===== src/rtl/data_mem_ctrl.sv =====
// data_mem_ctrl: data-port controller routing loads/stores to backing memory or an MMIO counter/LED bank
module data_mem_ctrl #(
   parameter int WORD_SIZE = 16,
   parameter int MEM_WORDS = 256,
   parameter int TIMEOUT   = 15
) (
   input  logic                 Clock,
   input  logic                 Resetn,
   input  logic [WORD_SIZE-1:0] DataAddr,
   input  logic [WORD_SIZE-1:0] DataOut,
   input  logic                 ReadData,
   input  logic                 WriteData,
   output logic [WORD_SIZE-1:0] DataIn,
   output logic                 DataDone,
   output logic [WORD_SIZE-1:0] MemAddr,
   output logic [WORD_SIZE-1:0] MemWData,
   output logic                 MemRead,
   output logic                 MemWrite,
   input  logic [WORD_SIZE-1:0] MemRData,
   input  logic                 MemReady,
   output logic [WORD_SIZE-1:0] Leds,
   output logic                 BusError
);
   localparam int CW = $clog2(TIMEOUT + 1);
   localparam logic [WORD_SIZE-1:0] MEM_LIM  = WORD_SIZE'(MEM_WORDS);
   localparam logic [WORD_SIZE-1:0] CNT_ADDR = WORD_SIZE'('hFFF0);
   localparam logic [WORD_SIZE-1:0] LED_ADDR = WORD_SIZE'('hFFF1);
   localparam logic [CW-1:0] WAIT_MAX = CW'(TIMEOUT - 1);

   typedef enum logic [1:0] {IDLE, MEM, DONE} state_t;

   state_t state, state_next;
   logic [WORD_SIZE-1:0] cycle_cnt;
   logic [CW-1:0] wait_cnt;
   logic req, is_mem, abort;

   always_comb begin
      req = ReadData | WriteData;
      is_mem = DataAddr < MEM_LIM;
      abort = !MemReady && wait_cnt == WAIT_MAX;
      state_next = state == IDLE ? (req ? (is_mem ? MEM : DONE) : IDLE) :
                   state == MEM  ? (MemReady || abort ? DONE : MEM) : IDLE;
   end

   always_ff @(posedge Clock or negedge Resetn)
      if (!Resetn) state <= IDLE;
      else state <= state_next;

   always_ff @(posedge Clock or negedge Resetn) begin
      if (!Resetn) begin
         DataIn    <= '0;
         DataDone  <= 1'b0;
         MemAddr   <= '0;
         MemWData  <= '0;
         MemRead   <= 1'b0;
         MemWrite  <= 1'b0;
         Leds      <= '0;
         BusError  <= 1'b0;
         cycle_cnt <= '0;
         wait_cnt  <= '0;
      end else begin
         cycle_cnt <= cycle_cnt + WORD_SIZE'(1);
         DataDone  <= state_next == DONE;
         unique case (state)
            IDLE: if (req) begin
               wait_cnt <= '0;
               if (ReadData && WriteData) BusError <= 1'b1;
               if (is_mem) begin
                  MemAddr  <= DataAddr;
                  MemWData <= DataOut;
                  MemWrite <= WriteData;
                  MemRead  <= !WriteData;
               end else if (DataAddr == CNT_ADDR) begin
                  if (WriteData) BusError <= 1'b1;
                  else DataIn <= cycle_cnt;
               end else if (DataAddr == LED_ADDR) begin
                  if (WriteData) Leds <= DataOut;
                  else DataIn <= Leds;
               end else begin
                  BusError <= 1'b1;
                  if (!WriteData) DataIn <= '0;
               end
            end
            MEM: begin
               if (!MemReady) wait_cnt <= wait_cnt + CW'(1);
               // an aborted read completes with zero data and flags the error
               if (MemReady || abort) begin
                  MemRead  <= 1'b0;
                  MemWrite <= 1'b0;
                  if (MemRead) DataIn <= MemReady ? MemRData : '0;
                  if (!MemReady) BusError <= 1'b1;
               end
            end
            default: ;
         endcase
      end
   end
endmodule


===== config.mk =====
export PLATFORM = sky130hd
export DESIGN_NAME = data_mem_ctrl
export DESIGN_NICKNAME = d
export VERILOG_FILES = /design/src/rtl/data_mem_ctrl.sv
export SDC_FILE = /design/constraint.sdc
export NUM_CORES = 1
export LEC_CHECK = 0
export BUFFER_PORTS_ARGS = -buffer_cell sky130_fd_sc_hd__buf_2
export CAP_MARGIN = 20
export CORE_UTILIZATION = 47
export DETAILED_ROUTE_END_ITERATION = 8
export PLACE_DENSITY_LB_ADDON = 0.15
export SLEW_MARGIN = 0
export SYNTH_ARGS = -nofsm -noshare
export SYNTH_HDL_FRONTEND = slang
export SYNTH_SLANG_ARGS = --single-unit
export TNS_END_PERCENT = 1

===== constraint.sdc =====
create_clock -name Clock -period 2 [get_ports Clock]
set_input_delay 0.2 -clock Clock [delete_from_list [all_inputs] [get_ports Clock]]
set_output_delay 0.2 -clock Clock [all_outputs]
set_load 0.02 [all_outputs]

==> results of run 1 <==
-- flip-flops by register name, summed over array words and instances, names as in the netlist, 2 cells and up --
name / flops
Leds: 16
MemWData: 16
state: 2
cycle_cnt: 16
MemAddr: 16
wait_cnt: 4
DataIn: 16
-- per-stage QoR --
stage          cell area (um^2)  power (mW)
2_1_floorplan              4080        2.12
5_1_grt                    5130        3.70
3_5_place_dp               4900        2.31
6_report                   5130        3.55
3_3_place_gp               4900        2.30
4_1_cts                    5110        3.59
-- worst min path at each step --
stage | startpoint | end | slack, ns
3_3_place_gp | Resetn | wait_cnt[2] | 0.16
4_1_cts | DataOut[10] | Leds[10] | 0.07
6_report | DataOut[10] | Leds[10] | 0.09
5_1_grt | DataOut[8] | Leds[8] | 0.07
2_1_floorplan | Resetn | BusError | -0.1
3_5_place_dp | Resetn | DataDone | 0.16
-- routing by layer --
layer,vias up,wire length [um],part of all wire [%]
met2,74,3990,46
li1,1399,-,-
met4,0,158,1.8
met5,-,0,0
met1,1431,4130,48
met3,14,405,4.7
-- worst max-delay path, cell delays in order (launching register included) --
cell     delay [ns]
dfrtp_1        0.46
nor2_1         0.17
buf_4          0.14
o21ai_0        0.09
buf_4          0.15
nor3_4         0.19
buf_12         0.19
mux2_2         0.35
-- area by class of cell --
| type | instances | area (um^2) |
|---|---|---|
| sequential | 90 | 2250 |
| tap | 105 | 131 |
| multi-input combinational | 207 | 1730 |
| clock inverter | 4 | 70.1 |
| clock buffer | 9 | 124 |
| timing repair buffer | 140 | 806 |
| inverter | 4 | 15.0 |
| fill | 705 | 3170 |
-- report_power, final --
group          total, mW  switching (mW)  internal, mW
logic              0.387           0.217         0.169
registers           1.90          0.0326          1.87
clock network       1.27           0.589         0.679
-- placed cells by master, fill, tap and decap left out, types with 2 or more instances in the layout --
| cell | netlist | layout |
|---|---|---|
| a21oi_1 | 3 | 2 |
| a22o_1 | 18 | 18 |
| and2_1 | 9 | 9 |
| and3_1 | 2 | 2 |
| buf_12 | 1 | 4 |
| buf_2 | 3 | 119 |
| buf_4 | 0 | 16 |
| bufinv_16 | 0 | 2 |
| clkbuf_8 | 0 | 9 |
| clkinv_2 | 0 | 2 |
| dfrtp_1 | 90 | 90 |
| ha_1 | 3 | 3 |
| inv_1 | 4 | 4 |
| mux2_2 | 46 | 46 |
| mux2_4 | 10 | 10 |
| mux2i_1 | 16 | 16 |
| nand2_1 | 13 | 13 |
| nand2b_1 | 2 | 2 |
| nand3_1 | 10 | 10 |
| nand4_1 | 6 | 6 |
| nand4b_1 | 3 | 3 |
| nor2_1 | 23 | 23 |
| nor3_1 | 3 | 3 |
| o21ai_0 | 4 | 4 |
| or2_2 | 2 | 2 |
| or4_2 | 2 | 2 |
| xnor2_1 | 12 | 12 |
| xor2_1 | 4 | 4 |
-- timing repair --
action,4_1_cts,5_1_grt
endpoints found under the hold margin,27,0
buffers inserted,0,1
hold buffers,1,0
endpoints found under the setup margin,16,16
gates resized for setup,1,0
-- cell families (layout without fill, tap and decap cells) --
logic type | Yosys count | after routing | share of synthesized area, %
DFF | 90 | 90 | 55.3
muxes | 72 | 72 | 20.3
and+or+nand+nor | 85 | 85 | 11.6
buffers and inverters | 18 | 157 | 2.43
adders and majority gates | 3 | 3 | 0.922
AOI/OAI and AO/OA | 31 | 31 | 5.99
xor gates and xnor gates | 16 | 16 | 3.44
==> metrics.md, run 1 <==
| Metric | Value |
|---|---|
| Status | `finished clean` |
| Rel. slew slack | `about 65%` |
| Syn. warnings | `0` |
| Die area | `9040 um^2` |
| M1 GR Usage | `between 20% and 30%` |
| P_leak | `between 2 and 3 nW` |
| Dpl cells | `roughly 540` |
| Routed Antenna Nets | `0` |
| FF-to-FF path depth | `7` |
| Worst hold stages | `2` |
| Gpl congestion | `0.865` |
| Post-synthesis instance total | `roughly 320` |
| Met3 usage | `3.51%` |
| Vias in the first global route | `around 2800` |
| Final worst setup slack | `about 0.13 ns` |
| Grt ovf | `0` |
| Crit path from | `state[0]` |
| Fraction of layout cells with a size suffix above 1 | `48.0%` |
| Yosys top cell area share | `a little under three fifths` |
| Sinks on Clock Net | `90` |
| Crit Path Class | `reg -> reg` |
| Final wirelength | `between 8 and 9 mm` |
| DRC | `0` |
| Die Ht | `approximately 95 um` |
| Layout Cells excl Fill | `around 560` |
| Syn Nets | `around 370` |
| Wire length per cell | `between 15 and 20 um` |
| Endpoint type of the worst setup path | `register` |
| Ant diodes | `0` |
| Synthesized flop and latch total | `90` |
| Primary FF master, synth | `dfrtp_1` |
| Routed vias | `just under 3000` |
| Minimum clock period | `roughly 1.9 ns` |
| Synthesized area per cell | `about 13 um^2` |
| Hold crit path type | `in -> reg` |
| Fin. max-slew vios | `0` |
| Starting density of the core | `~49%` |
| Setup violators final | `0` |
| RSZ-0062 raised after global routing | `false` |
| Detailed Routing Iterations Pass 1 | `4` |
| Crit path launch type | `register` |
| Library cells used by synthesis | `42` |
| Cell Area, Synth | `roughly 4000 um^2` |
| Reg2reg setup slack | `0.13 ns` |
| Area growth, synth to finish | `26.0%` |
| Sequential share of the synthesized area | `between 50% and 60%` |
| Largest cells by area after synthesis | `dfrtp_1 (55%), mux2_2 (13%), mux2i_1 (3.9%)` |
| Fraction of registers with async set/reset | `100%` |
| CTS tree | `built` |
| Vias per cell | `5.22` |
| CTS Root Cell | `clkbuf_8` |
| Clock Path Buffers | `2` |
| CTS Buf Count | `9` |
| Row Count | `33` |
| Worst endpoint required time | `2.23 ns` |
| Crit path to | `Leds[3]` |
| H-tree Lvls | `3` |
| Starting DRT DRC Count | `~170` |
| Peak VDD IR | `between 0.5 and 0.6 mV` |
| Maximum number of pins on one net before global-route repair | `40` |
| Nets@finish | `508` |
| Max capacitance violation total | `0` |
| Clock Skews | `0.00765 ns` |
| Critical path fanouts, max | `16` |
| Post-route clock period utilization | `93.5%` |
| Global-route wire length before repair | `roughly 14 mm` |
| Core Area | `8300 um^2` |
| Number of synthesized flops with an enable pin | `0` |
| Power Dens Cells | `~690 nW/um^2` |
| R2r endpoint | `Leds[3]` |
| Clk slew on worst S/H paths | `0.08 ns` |
| Post-DP HPWL | `between 6 and 7 mm` |
| I/O pin cnt | `121` |
| Max Fclk | `about 0.53 GHz` |
| Top cell type by total area after synthesis | `dfrtp_1` |
| Count leader, synth | `dfrtp_1` |
| Worst R2R Start | `state[0]` |
| Actual slew at the worst max-slew pin | `around 0.52 ns` |
| WHS | `between 0.08 and 0.09 ns` |
| Die Width | `around 95 um` |
| Util after Layout | `about three fifths` |
| GR peak layer | `met2` |
| Met2 Track Usage GR | `31.5%` |
| I/O Buffers | `120` |
| Gr usage total | `a little over 20%` |
| Worst-Skew Late Latency | `0.35 ns` |
| Top cells by count, synth | `dfrtp_1 (90), mux2_2 (46), nor2_1 (23)` |
| Critical path arrival | `roughly 2.1 ns` |
| Setup_tns | `0 ns` |
| Worst Setup Slack post-DPL | `-0.128 ns` |
| Final hold violation count | `0` |
| Initial antenna violation count | `0` |
No activity file was read; power rests on OpenSTA's default activity.
==> run 2: changes to the inputs <==
--- a/config.mk
+++ b/config.mk
@@ -5,6 +5,7 @@
 export SDC_FILE = /design/constraint.sdc
 export NUM_CORES = 1
 export LEC_CHECK = 0
+export ABC_AREA = 1
 export BUFFER_PORTS_ARGS = -buffer_cell sky130_fd_sc_hd__buf_2
 export CAP_MARGIN = 20
 export CORE_UTILIZATION = 47
==> metrics.md, run 2 <==
| Metric | Value |
|---|---|
| Hold crit path type | `in -> reg (unchanged)` |
| Post-synthesis instance total | `537 (was 315)` |
| Initial antenna violation count | `0 (unchanged)` |
| Status | `finished clean (unchanged)` |
| Actual slew at the worst max-slew pin | `0.570 ns (was 0.524 ns)` |
| Worst hold stages | `2 (unchanged)` |
| Clock Skews | `0.0123 ns (was 0.00765 ns)` |
| Yosys top cell area share | `51.0% (was 55.3%)` |
| Hold path endpoint | `MemAddr[5] (was Leds[10])` |
| Final wirelength | `9.51 mm (was 8.68 mm)` |
| Top cells by count, synth | `nand2_1 (139), dfrtp_1 (90), inv_1 (78) (was dfrtp_1 (90), mux2_2 (46), nor2_1 (23))` |
| CTS Hold Bufs | `1 (unchanged)` |
| Syn Nets | `593 (was 371)` |
| I/O Buffers | `120 (unchanged)` |
| Crit Path Class | `reg -> reg (unchanged)` |
| Setup violators final | `0 (unchanged)` |
| Fraction of registers with async set/reset | `100% (unchanged)` |
| Count leader, synth | `nand2_1 (was dfrtp_1)` |
| Largest cells by area after synthesis | `dfrtp_1 (51%), nand2_1 (12%), inv_1 (6.6%) (was dfrtp_1 (55%), mux2_2 (13%), mux2i_1 (3.9%))` |
| Top cell type by total area after synthesis | `dfrtp_1 (unchanged)` |
| # Post-CTS Setup Buffers | `0 (unchanged)` |
| Final hold violation count | `0 (unchanged)` |
| Minimum clock period | `1.69 ns (was 1.87 ns)` |
| Post-CTS Resized | `0 (was 1)` |
| Number of synthesized flops with an enable pin | `0 (unchanged)` |
| H-tree Lvls | `3 (unchanged)` |
| Placement Cell Area | `5080 um^2 (was 4900 um^2)` |
| WP buf/inv | `1 (was 3)` |
| Starting DRT DRC Count | `166 (unchanged)` |
| Core Area | `9150 um^2 (was 8300 um^2)` |
| Clock Path Buffers | `2 (unchanged)` |
| Post-DP HPWL | `6.83 mm (was 6.60 mm)` |
| Worst R2R Start | `wait_cnt[0] (was state[0])` |
| Syn. warnings | `0 (unchanged)` |
| Routed vias | `3649 (was 2918)` |
| Cell Area, Synth | `4420 um^2 (was 4070 um^2)` |
| Primary FF master, synth | `dfrtp_1 (unchanged)` |
| Most frequent cells in the layout | `nand2_1 (139), buf_2 (119), dfrtp_1 (90) (was buf_2 (119), dfrtp_1 (90), mux2_2 (46))` |
| Library cells used by synthesis | `31 (was 42)` |
| Starting density of the core | `48.2% (was 49.1%)` |
| Most used cell, CP | `nand2_1 (was buf_4)` |
| Fraction of layout cells with a size suffix above 1 | `27.2% (was 48.0%)` |
| Commonest non-fill, non-tap cell in the layout | `nand2_1 (was buf_2)` |
| Detailed Routing Iterations Pass 1 | `4 (unchanged)` |
| Gr usage total | `20.5% (was 20.7%)` |
| Setup_tns | `0 ns (unchanged)` |
| P_leak | `3.04 nW (was 2.79 nW)` |
| Peak VDD IR | `0.438 mV (was 0.536 mV)` |
| Post-route clock period utilization | `84.5% (was 93.5%)` |
| Maximum number of pins on one net before global-route repair | `48 (was 40)` |
| CP top delay family | `simple AND/OR/NAND/NOR gates (was buffers and inverters)` |
| Grt ovf | `0 (unchanged)` |
| Rel. slew slack | `62.0% (was 64.8%)` |
| Synthesized flop and latch total | `90 (unchanged)` |
| R2r endpoint | `DataIn[14] (was Leds[3])` |
| Worst-Skew Late Latency | `0.35 ns (about the same)` |
| Reg2reg setup slack | `0.31 ns (was 0.13 ns)` |
| Row Count | `35 (was 33)` |
| CTS Root Cell | `clkbuf_8 (unchanged)` |
| Nets@finish | `710 (was 508)` |
| Fin. max-slew vios | `0 (unchanged)` |
| Crit path launch type | `register (unchanged)` |
| Finished Cell Area | `5340 um^2 (was 5130 um^2)` |
| Gpl congestion | `0.850 (was 0.865)` |
| Endpoint type of the worst setup path | `register (unchanged)` |
| CTS tree | `built (unchanged)` |
| Routed Antenna Nets | `0 (unchanged)` |
| Synthesized area per cell | `8.22 um^2 (was 12.9 um^2)` |
| Critical path arrival | `1.93 ns (was 2.10 ns)` |
| Worst-path cell chain | `inv_1 > ha_1 > nand3_1 > nand2_1 > nand2_1 > nand2_2 > nand3_4 > nor2_1 > a21oi_2 (was nor2_1 > buf_4 > o21ai_0 > buf_4 > nor3_4 > buf_12 > mux2_2)` |
| Area growth, synth to finish | `20.9% (was 26.0%)` |
| FF-to-FF path depth | `9 (was 7)` |
| Slowest stage cell, crit path | `dfrtp_1 (unchanged)` |
| Sinks on Clock Net | `90 (unchanged)` |
| Power Dens Cells | `803 nW/um^2 (was 693 nW/um^2)` |
| Max Fclk | `0.592 GHz (was 0.535 GHz)` |
| Critical path fanouts, max | `32 (was 16)` |
| I/O pin cnt | `121 (unchanged)` |
| Clk slew on worst S/H paths | `0.10 ns (was 0.08 ns)` |
| RSZ-0062 raised after global routing | `false (unchanged)` |
| Max capacitance violation total | `0 (unchanged)` |
| Die area | `9790 um^2 (was 9040 um^2)` |
| DRC | `0 (unchanged)` |
| Worst endpoint required time | `2.24 ns (was 2.23 ns)` |
| Vias in the first global route | `3459 (was 2809)` |
| Vias per cell | `4.74 (was 5.22)` |
| Wire length per cell | `12.4 um (was 15.5 um)` |
| Global-route wire length before repair | `16.0 mm (was 13.9 mm)` |
| Slowest stage delay, CP | `0.40 ns (was 0.46 ns)` |
| Sequential share of the synthesized area | `51.0% (was 55.3%)` |
| Ant diodes | `0 (unchanged)` |
| Worst hold start | `DataAddr[5] (was DataOut[10])` |
| CTS Buf Count | `9 (unchanged)` |
| Die Width | `98.9 um (was 95.1 um)` |
| Die Ht | `98.9 um (was 95.1 um)` |
-- run 2: cell count changes after synthesis, sizes merged, moves of 18 or more --
cell	change
a22o	-18
nand3	+32
o21ai	+34
inv	+77
a21oi	+19
nor2	+48
mux2	-49
nand2	+130
-- run 2: final cells by class --
class / count / area (um^2)
repair buffers: 126 / 663
flip-flops and latches: 90 / 2250
clock inverters: 7 / 121
clock buffers: 9 / 124
fillers: 856 / 3820
well taps: 111 / 139
multi-input cells: 346 / 1730
inverters: 81 / 304
-- run 2: per-stage QoR --
| stage | worst slack, ns | power, mW | hold slack (ns) | utilization [%] | cells |
|---|---|---|---|---|---|
| 2_1_floorplan | 0.594 | 2.54 | -0.0956 | - | 537 |
| 3_3_place_gp | 0.398 | 2.78 | 0.231 | 55.5 | 753 |
| 3_5_place_dp | 0.312 | 2.81 | 0.238 | 55.5 | 753 |
| 4_1_cts | 0.287 | 4.33 | 0.0729 | 58.3 | 770 |
| 5_1_grt | 0.127 | 4.49 | 0.0727 | 58.3 | 770 |
| 6_report | 0.311 | 4.28 | 0.0818 | 58.3 | 770 |
-- run 2: layer usage --
metal | global-route usage [%] | vias up | wire length, um
met3 | 3.12 | 12 | 496
met2 | 30.7 | 124 | 3900
li1 | - | 1883 | -
met5 | 0 | - | 0
met1 | 30.4 | 1630 | 4970
met4 | 7.35 | 0 | 140
-- run 2: logic make-up after synthesis --
group                    after synthesis  synth area share (%)
AO/OA/AOI/OAI                         62                  8.39
XOR/XNOR                              12                  2.38
adder cells (fa/ha/maj)                3                 0.850
buffers and inverters                101                  9.75
flip-flops                            90                  51.0
multiplexers                           7                  2.21
AND/OR/NAND/NOR                      262                  25.4
-- run 2: worst max-delay path by stage --
stage	slack, ns	cells after the start	to	startpoint
4_1_cts	0.29	9	DataIn[14]	wait_cnt[0]
5_1_grt	0.13	9	DataIn[14]	wait_cnt[0]
6_report	0.31	9	DataIn[14]	wait_cnt[0]
3_3_place_gp	0.40	9	DataIn[6]	wait_cnt[0]
2_1_floorplan	0.59	10	DataIn[14]	wait_cnt[0]
3_5_place_dp	0.31	9	DataIn[14]	wait_cnt[0]
-- run 2: where the power goes --
part | switching [mW] | total (mW) | internal, mW
Clock | 0.674 | 1.52 | 0.842
Combinational | 0.478 | 0.741 | 0.263
Sequential | 0.0737 | 2.03 | 1.95
